<file path="config.mk">
export PLATFORM = sky130hd
export DESIGN_NAME = pipe_alu
export DESIGN_NICKNAME = d
export VERILOG_FILES = /design/src/rtl/pipe_alu.sv
export SDC_FILE = /design/constraint.sdc
export NUM_CORES = 1
export LEC_CHECK = 0
export CAP_MARGIN = 20
export CORE_MARGIN = 5
export CORE_UTILIZATION = 40
export DETAILED_ROUTE_END_ITERATION = 8
export GPL_TIMING_DRIVEN = 0
export PLACE_DENSITY = 0.55
export SLEW_MARGIN = 20
export SYNTH_ARGS = -nofsm -noshare
export SYNTH_HDL_FRONTEND = slang
export SYNTH_SLANG_ARGS = --single-unit
export TNS_END_PERCENT = 50
</file>
<file path="constraint.sdc">
create_clock -name clk -period 5 [get_ports clk]
set_input_delay 0.75 -clock clk [delete_from_list [all_inputs] [get_ports clk]]
set_output_delay 0.75 -clock clk [all_outputs]
set_load 0.1 [all_outputs]
</file>
<file path="src/rtl/pipe_alu.sv">
// Pipelined ALU: single-cycle logic/arithmetic ops plus an iterative shift-add
// multiply, with a one-entry valid/ready output register.
module pipe_alu #(
    parameter int unsigned W      = 16,
    parameter int unsigned MUL_EN = 1
) (
    input  logic         clk,
    input  logic         reset,
    input  logic         in_valid,
    output logic         in_ready,
    input  logic [W-1:0] Ain,
    input  logic [W-1:0] Bin,
    input  logic [2:0]   ALUop,
    output logic [W-1:0] out,
    output logic [2:0]   status,
    output logic         out_valid,
    input  logic         out_ready,
    output logic         busy
);

    localparam int unsigned SHW = $clog2(W);
    localparam int unsigned PW  = 2 * W;

    localparam logic [2:0] OP_ADD = 3'b000;
    localparam logic [2:0] OP_SUB = 3'b001;
    localparam logic [2:0] OP_AND = 3'b010;
    localparam logic [2:0] OP_NOT = 3'b011;
    localparam logic [2:0] OP_OR  = 3'b100;
    localparam logic [2:0] OP_XOR = 3'b101;
    localparam logic [2:0] OP_SHL = 3'b110;
    localparam logic [2:0] OP_MUL = 3'b111;

    typedef enum logic {
        IDLE = 1'b0,
        MULT = 1'b1
    } state_e;

    state_e          state_q, state_d;
    logic [PW-1:0]   mcand_q, mcand_d;
    logic [PW-1:0]   acc_q, acc_d;
    logic [W-1:0]    mplier_q, mplier_d;
    logic [W-1:0]    cnt_q, cnt_d;
    logic [W-1:0]    out_q, out_d;
    logic [2:0]      status_q, status_d;
    logic            out_valid_q, out_valid_d;

    logic [W-1:0]    alu_res;
    logic            alu_v;
    logic [PW-1:0]   acc_step;
    logic            accept;

    // Single-cycle datapath; op 111 only lands here when the multiplier is disabled.
    always_comb begin
        alu_res = '0;
        alu_v   = 1'b0;
        case (ALUop)
            OP_ADD: begin
                alu_res = Ain + Bin;
                alu_v   = (Ain[W-1] == Bin[W-1]) && (alu_res[W-1] != Ain[W-1]);
            end
            OP_SUB: begin
                alu_res = Ain - Bin;
                alu_v   = (Ain[W-1] != Bin[W-1]) && (alu_res[W-1] != Ain[W-1]);
            end
            OP_AND:  alu_res = Ain & Bin;
            OP_NOT:  alu_res = ~Bin;
            OP_OR:   alu_res = Ain | Bin;
            OP_XOR:  alu_res = Ain ^ Bin;
            OP_SHL:  alu_res = Ain << Bin[SHW-1:0];
            OP_MUL:  alu_res = '0;
            default: alu_res = '0;
        endcase
    end

    assign acc_step = mplier_q[0] ? (acc_q + mcand_q) : acc_q;

    // Next-state and output-register logic.
    always_comb begin
        state_d     = state_q;
        mcand_d     = mcand_q;
        acc_d       = acc_q;
        mplier_d    = mplier_q;
        cnt_d       = cnt_q;
        out_d       = out_q;
        status_d    = status_q;
        out_valid_d = out_valid_q;
        in_ready    = (state_q == IDLE) && (!out_valid_q || out_ready);
        accept      = in_valid && in_ready;

        if (out_valid_q && out_ready) begin
            out_valid_d = 1'b0;
        end

        case (state_q)
            IDLE: begin
                if (accept) begin
                    if ((ALUop == OP_MUL) && (MUL_EN != 0)) begin
                        state_d  = MULT;
                        mcand_d  = PW'(Ain);
                        mplier_d = Bin;
                        acc_d    = '0;
                        cnt_d    = '0;
                    end else begin
                        out_d       = alu_res;
                        status_d    = {(alu_res == '0), alu_v, alu_res[W-1]};
                        out_valid_d = 1'b1;
                    end
                end
            end
            MULT: begin
                acc_d    = acc_step;
                mcand_d  = mcand_q << 1;
                mplier_d = mplier_q >> 1;
                cnt_d    = cnt_q + W'(1);
                if (cnt_q == W'(W - 1)) begin
                    state_d     = IDLE;
                    cnt_d       = '0;
                    out_d       = acc_step[W-1:0];
                    status_d    = {(acc_step[W-1:0] == '0), (|acc_step[PW-1:W]), acc_step[W-1]};
                    out_valid_d = 1'b1;
                end
            end
            default: state_d = IDLE;
        endcase
    end

    // Reset also aborts an in-flight multiply.
    always_ff @(posedge clk) begin
        if (reset) begin
            state_q     <= IDLE;
            mcand_q     <= '0;
            acc_q       <= '0;
            mplier_q    <= '0;
            cnt_q       <= '0;
            out_q       <= '0;
            status_q    <= 3'b000;
            out_valid_q <= 1'b0;
        end else begin
            state_q     <= state_d;
            mcand_q     <= mcand_d;
            acc_q       <= acc_d;
            mplier_q    <= mplier_d;
            cnt_q       <= cnt_d;
            out_q       <= out_d;
            status_q    <= status_d;
            out_valid_q <= out_valid_d;
        end
    end

    assign out       = out_q;
    assign status    = status_q;
    assign out_valid = out_valid_q;
    assign busy      = (state_q == MULT);

endmodule

</file>
==> summary.txt, run 1 <==
status: complete, no violations
Worst-path clk slew: 60 ps
fin cells: 1,747
hpwl dp: 29,000 um
clk_lat worst skew: 440 ps
First-pass DRT Iterations: 6
routed via count: 10,600
port bufs: 59
P per Cell Area: 259 mW/mm^2
Die Wd: 168 um
Final Core Density: 47.5%
Netlist cell types: 82
CP required: 5340 ps
Core ar.: 0.0245 sq mm
Max Clock Skew: 15.2 ps
final period utilization: 94.5%
initial core utilization: 40.8%
first-pass GRT wire length: 57,500 um
setup tns final: 0 ps
Yosys reg bits: 116
max-slew violations: 0
CTS Sinks: 116
Post-synth EDFFs: 0
Synth Cell Area: 0.00999 sq mm
WL final: 36,800 um
Setup Buffers After CTS: 0
DIE AREA: 0.0282 sq mm
CTS tree: yes
root buffer cell: clkbuf_16
hold_buf cts: 0
Pleak: 4.56 nW
RSZ-0062 raised after global routing: false
All-Layer GR Usage: 25.5%
Gate Count Post-Synth: 1,332
Final ANT Viol Nets: 0
critical path peak fanout: 11
vias in the first global route: 9,952
Avg Inst Size Synth: 7.50 sq um
multi-input logic area: 0.00707 sq mm
Post-layout nets: 1,532
syn_nets: 1,454
Worst EP arrival: 5070 ps
Final setup viols: 0
minimum clock period: 4720 ps
Worst-Margin Slew: 997 ps
Setup WS pre-CTS: -737 ps
initial antenna violation count: 0
Most used DFF post-synth: dfxtp_1
FP Rows: 57
# IOs: 61
Placed Instances: 1,715
YS warnings: 0
largest net degree at the start of global routing: 17
antenna cells: 0
final worst slack: 275 ps
Max Buffers Root-to-Sink: 2
Hold Vio Cnt, Final: 0
per-cell routed wire length: 21.1 um
sequential area share after synthesis: 23.3%
DR vias/cell: 6.04
Num CTS Buffers: 17
grt total ovfl: 0
critical path startpoint category: input pin
FFs w/ async S/R, synth: 0%
WS Path Type: input pin to register
Slew headroom: 33.3%
Max Clock Freq: 212 MHz
Hold WC Path Type: register to register
1st-iter DRT viols: 856
fraction of layout cells with a size suffix above 1: 7.66%
htree depth: 4
Die H: 168 um
area added between synthesis and finish: 16.3%
Worst setup EP type: register
GPL Wtd Cong: 0.950
Max Cap Viol: 0
DRC: 0
FF+latch area: 0.00232 sq mm
Peak VDD IR: 0.000225 V
fill count: 2,516
## path summary, 6_finish.rpt
check | startpoint | endpoint | slack, ps | cells past startpoint
max | Bin[2] | status[2]$_SDFFE_PP0P_ | 280 | 16
min | out[7]$_SDFFE_PP0P_ | out[7]$_SDFFE_PP0P_ | 460 | 2
max reg2reg | mcand_q[0]$_SDFFE_PP0P_ | status[1]$_SDFFE_PP0P_ | 1350 | 12
min reg2reg | out[7]$_SDFFE_PP0P_ | out[7]$_SDFFE_PP0P_ | 460 | 2
## per-layer routing
layer / track usage [%] / part of all wire, % / wire (um) / vias up
li1: - / - / - / 5082
met1: 35.9 / 47 / 17100 / 5040
met2: 40.4 / 45 / 16700 / 385
met3: 3.99 / 5.6 / 2080 / 53
met4: 7.45 / 2.5 / 929 / 0
met5: 0 / 0 / 0 / -
## Yosys cell counts, types with 5 or more instances
master / number / share of area, %
a211oi_1: 19 / 1.4
a21o_1: 9 / 0.68
a21oi_1: 173 / 8.7
a221oi_1: 19 / 1.7
a22oi_1: 28 / 2.1
a311oi_1: 6 / 0.53
a31o_2: 5 / 0.44
a31oi_1: 14 / 0.88
and3_1: 34 / 2.1
buf_1: 15 / 0.56
clkbuf_1: 65 / 2.4
dfxtp_1: 116 / 23
ha_1: 80 / 10
inv_1: 67 / 2.5
mux2_2: 20 / 2.3
mux2i_1: 19 / 1.9
mux4_2: 9 / 2.0
nand2_1: 119 / 4.5
nand2b_1: 12 / 0.75
nand3_1: 33 / 1.7
nand4_1: 11 / 0.69
nor2_1: 129 / 4.8
nor2b_1: 11 / 0.69
nor3_1: 24 / 1.2
o2111ai_1: 5 / 0.44
o211ai_1: 21 / 1.6
o21a_1: 8 / 0.60
o21ai_0: 73 / 3.7
o21ai_1: 7 / 0.35
o21bai_1: 6 / 0.45
o221a_2: 7 / 0.79
o221ai_1: 7 / 0.61
o22ai_1: 14 / 0.88
o31ai_1: 5 / 0.38
or2_2: 5 / 0.31
or3_1: 12 / 0.75
or4_1: 5 / 0.38
xnor2_1: 21 / 1.8
xor2_1: 19 / 1.7
## cells in the final DEF (no fill, tap or decap), types with 19 or more instances in the layout
master	count
dfxtp_1	116
nor3_1	24
xnor2_1	21
mux2i_1	19
ha_1	80
nand2_1	119
a21oi_1	173
nor2_1	129
and3_1	34
nand3_1	33
o21ai_0	73
inv_1	67
a22oi_1	28
xor2_1	19
mux2_2	20
clkdlybuf4s50_1	59
o211ai_1	21
clkbuf_1	64
## flip-flops by register name, indices dropped and copies added, names as in the netlist
register   count
cnt_q         16
busy           1
mplier_q      16
acc_q         32
mcand_q       32
out           15
status         3
out_valid      1
## report_power, final
part / switching (mW) / internal (mW)
clock network: 0.536 / 0.759
logic: 0.508 / 0.233
registers: 0.0190 / 0.952
## kinds of logic after synthesis
group	synth area share, %
AOI/OAI and AO/OA	30.5
xor gates and xnor gates	3.51
adders and majority gates	10.6
buffers and inverters	6.14
DFF	23.3
muxes	6.34
and+or+nand+nor	19.6
## worst max-delay path, stage by stage
cell,delay [ps]
clkdlybuf4s50_1,480
clkbuf_2,240
inv_1,160
clkbuf_4,270
ha_1,290
clkbuf_1,220
a211oi_2,290
o21bai_1,140
a211o_1,310
a21oi_1,230
o21bai_1,90
o311ai_0,410
xnor2_1,200
o211ai_1,170
or4_1,580
o32ai_1,220
## stage by stage
step | cell area (sq um) | hold slack, ps | power, mW
after global routing | 11600 | 478 | 3.12
final | 11600 | 457 | 3.01
after floorplan | 9990 | 445 | 1.48
after global placement | 11000 | 442 | 1.72
after CTS | 11600 | 461 | 3.01
after detailed placement | 11000 | 453 | 1.72
## timing repair
action,4_1_cts,5_1_grt
endpoints found under the setup margin,1,1
resized for setup,2,5
hold endpoints to repair,0,0
## cell type report
| type | instances | area share (%) |
|---|---|---|
| inverters | 69 | 2.23 |
| multi-input cells | 1059 | 60.9 |
| well taps | 324 | 3.49 |
| flip-flops and latches | 116 | 20.0 |
| plain buffers | 88 | 3.09 |
| clock inverters | 15 | 1.59 |
| repair buffers | 59 | 5.08 |
| clock buffers | 17 | 3.66 |
Power figures use the tool's default switching activity.
==> run 2: changes to the inputs <==
ABC_CLOCK_PERIOD_IN_PS = 5000   (was not set)
==> results of run 2 <==
The final DEF is identical to that of run 1; final timing and power are the same.
==> run 3: changes to the inputs <==
CORE_ASPECT_RATIO = 1.2   (was not set)
==> summary.txt, run 3 (same netlist as run 1, synthesis figures left out) <==
final period utilization: 95.2% (was 94.5%)
DP Area: 0.0110 sq mm (about the same)
# IOs: 61 (unchanged)
routed via count: 10,500 (was 10,600)
antenna cells: 0 (unchanged)
htree depth: 4 (unchanged)
largest net degree at the start of global routing: 17 (unchanged)
first-pass GRT wire length: 56,700 um (was 57,500 um)
Worst Hold Depth: 2 (unchanged)
Hold Crit Start: out[11]$_SDFFE_PP0P_ (was out[7]$_SDFFE_PP0P_)
fraction of layout cells with a size suffix above 1: 7.66% (unchanged)
critical path peak fanout: 11 (unchanged)
Setup Buffers After CTS: 0 (unchanged)
Die H: 183 um (was 168 um)
Worst-path clk slew: 60 ps (about the same)
CP required: 5330 ps (was 5340 ps)
minimum clock period: 4760 ps (was 4720 ps)
Hold Vio Cnt, Final: 0 (unchanged)
Reg2Reg Depth: 12 (unchanged)
Slew headroom: 33.8% (was 33.3%)
delay of the slowest critical-path stage: 600 ps (was 580 ps)
fill count: 2,508 (was 2,516)
vias in the first global route: 9,989 (was 9,952)
DR vias/cell: 6.02 (was 6.04)
CP Cell Sequence: clkdlybuf4s50_1, clkbuf_2, inv_1, clkbuf_4, ha_1, clkbuf_1, nand2b_1, a221oi_2, o221ai_1, a21oi_1, o31ai_1, o311ai_1, xnor2_1, o211ai_1, or4_1, o32ai_1 (was clkdlybuf4s50_1, clkbuf_2, inv_1, clkbuf_4, ha_1, clkbuf_1, a211oi_2, o21bai_1, a211o_1, a21oi_1, o21bai_1, o311ai_0, xnor2_1, o211ai_1, or4_1, o32ai_1)
Max Clock Freq: 210 MHz (was 212 MHz)
Pleak: 4.54 nW (was 4.56 nW)
commonest non-fill, non-tap cell in the layout: a21oi_1 (unchanged)
Power Total: 2.96 mW (was 3.01 mW)
Peak VDD IR: 0.000201 V (was 0.000225 V)
Placed Instances: 1,716 (was 1,715)
Hold WC Path Type: register to register (unchanged)
Max Cap Viol: 0 (unchanged)
initial core utilization: 40.5% (was 40.8%)
Reg-to-Reg Start: mcand_q[0]$_SDFFE_PP0P_ (unchanged)
root buffer cell: clkbuf_16 (unchanged)
DRC: 0 (unchanged)
Final setup viols: 0 (unchanged)
critical path startpoint category: input pin (unchanged)
status: complete, no violations (unchanged)
Critical R2R Capture: status[1]$_SDFFE_PP0P_ (unchanged)
Hold EP: out[11]$_SDFFE_PP0P_ (was out[7]$_SDFFE_PP0P_)
Worst EP arrival: 5090 ps (was 5070 ps)
Largest regs: acc_q x32, mcand_q x32 (unchanged)
per-cell routed wire length: 21.0 um (was 21.1 um)
fin cells: 1,748 (was 1,747)
R2R setup slack: 1350 ps (about the same)
Max Buffers Root-to-Sink: 2 (unchanged)
multi-input logic area: 0.00707 sq mm (about the same)
First-pass DRT Iterations: 5 (was 6)
initial antenna violation count: 0 (unchanged)
GPL Wtd Cong: 0.935 (was 0.950)
port bufs: 59 (unchanged)
CTS Sinks: 116 (unchanged)
grt total ovfl: 0 (unchanged)
hold_buf cts: 0 (unchanged)
P per Cell Area: 255 mW/mm^2 (was 259 mW/mm^2)
Post-layout nets: 1,532 (unchanged)
WL final: 36,700 um (was 36,800 um)
max-slew violations: 0 (unchanged)
slowest cell on the critical path: or4_1 (unchanged)
FP Rows: 63 (was 57)
Hold Slack: 449 ps (was 457 ps)
DIE AREA: 0.0282 sq mm (about the same)
RSZ-0062 raised after global routing: false (unchanged)
WP buf/inv: 5 (unchanged)
Core ar.: 0.0247 sq mm (was 0.0245 sq mm)
Final ANT Viol Nets: 0 (unchanged)
WS Path Type: input pin to register (unchanged)
hpwl dp: 29,100 um (was 29,000 um)
CTS tree: yes (unchanged)
Worst-Margin Slew: 990 ps (was 997 ps)
most frequent cells in the layout: a21oi_1, nor2_1, nand2_1 (unchanged)
Num CTS Buffers: 17 (unchanged)
clk_lat worst skew: 420 ps (was 440 ps)
Worst setup EP type: register (unchanged)
crit-path leading delay family: compound AO/OA/AOI/OAI gates (unchanged)
cell area after layout: 0.0116 sq mm (about the same)
area added between synthesis and finish: 16.2% (was 16.3%)
Max Clock Skew: 8.25 ps (was 15.2 ps)
All-Layer GR Usage: 25.2% (was 25.5%)
1st-iter DRT viols: 774 (was 856)
Die Wd: 154 um (was 168 um)
FF+latch area: 0.00232 sq mm (unchanged)
-- run 3: cell count changes in the layout (fill, tap and decap cells not counted), sizes merged --
cell	before	now
clkbuf	83	85
clkinvlp	1	6
inv	79	72
-- run 3: worst max path at each step --
stage	startpoint	to	slack, ps	cells after the start
after global routing	Bin[2]	status[2]$_SDFFE_PP0P_	9	14
final	Bin[2]	status[2]$_SDFFE_PP0P_	240	16
after detailed placement	Bin[2]	status[2]$_SDFFE_PP0P_	-810	16
after global placement	Bin[2]	status[2]$_SDFFE_PP0P_	-810	16
after floorplan	Bin[2]	status[2]$_SDFFE_PP0P_	720	15
after CTS	Bin[2]	status[2]$_SDFFE_PP0P_	160	16
-- run 3: layout make-up --
class                           count  share of cell area, %
Multi-Input combinational cell   1059                   60.9
Sequential cell                   116                   20.0
Timing Repair Buffer               59                   5.09
Clock buffer                       19                   3.90
Tap cell                          325                   3.50
Buffer                             88                   3.09
Inverter                           69                   2.23
Clock inverter                     13                   1.28
-- run 3: layer usage --
metal | wire length [um] | global-route usage, %
met2 | 17800 | 44.3
met5 | 0 | 0
met3 | 1460 | 2.12
met4 | 1340 | 9.75
met1 | 16100 | 32.1
-- run 3: tightest hold or removal path, delay by kind of cell (launching register included) --
| kind | cells | cell delay (ps) |
|---|---|---|
| AOI/OAI and AO/OA | 1 | 50 |
| and+or+nand+nor | 1 | 50 |
| DFF | 1 | 300 |
-- run 3: what timing repair did --
action | 4_1_cts | 5_1_grt
gates resized for setup | 3 | 4
pin swaps | 0 | 0
setup endpoints to repair | 3 | 1
-- run 3: per-stage QoR --
step           setup slack (ps)  setup TNS (ps)  utilization, %
6_report                    240               0            47.1
5_1_grt                    9.49               0            47.1
4_1_cts                     161               0            47.0
3_5_place_dp               -810           -3140            44.5
3_3_place_gp               -808           -3060            44.5
2_1_floorplan               724               0               -
-- run 3: power by group --
| part | switching (mW) | internal [mW] |
|---|---|---|
| registers | 0.0188 | 0.952 |
| clock network | 0.480 | 0.765 |
| logic | 0.508 | 0.233 |
| total | 1.01 | 1.95 |
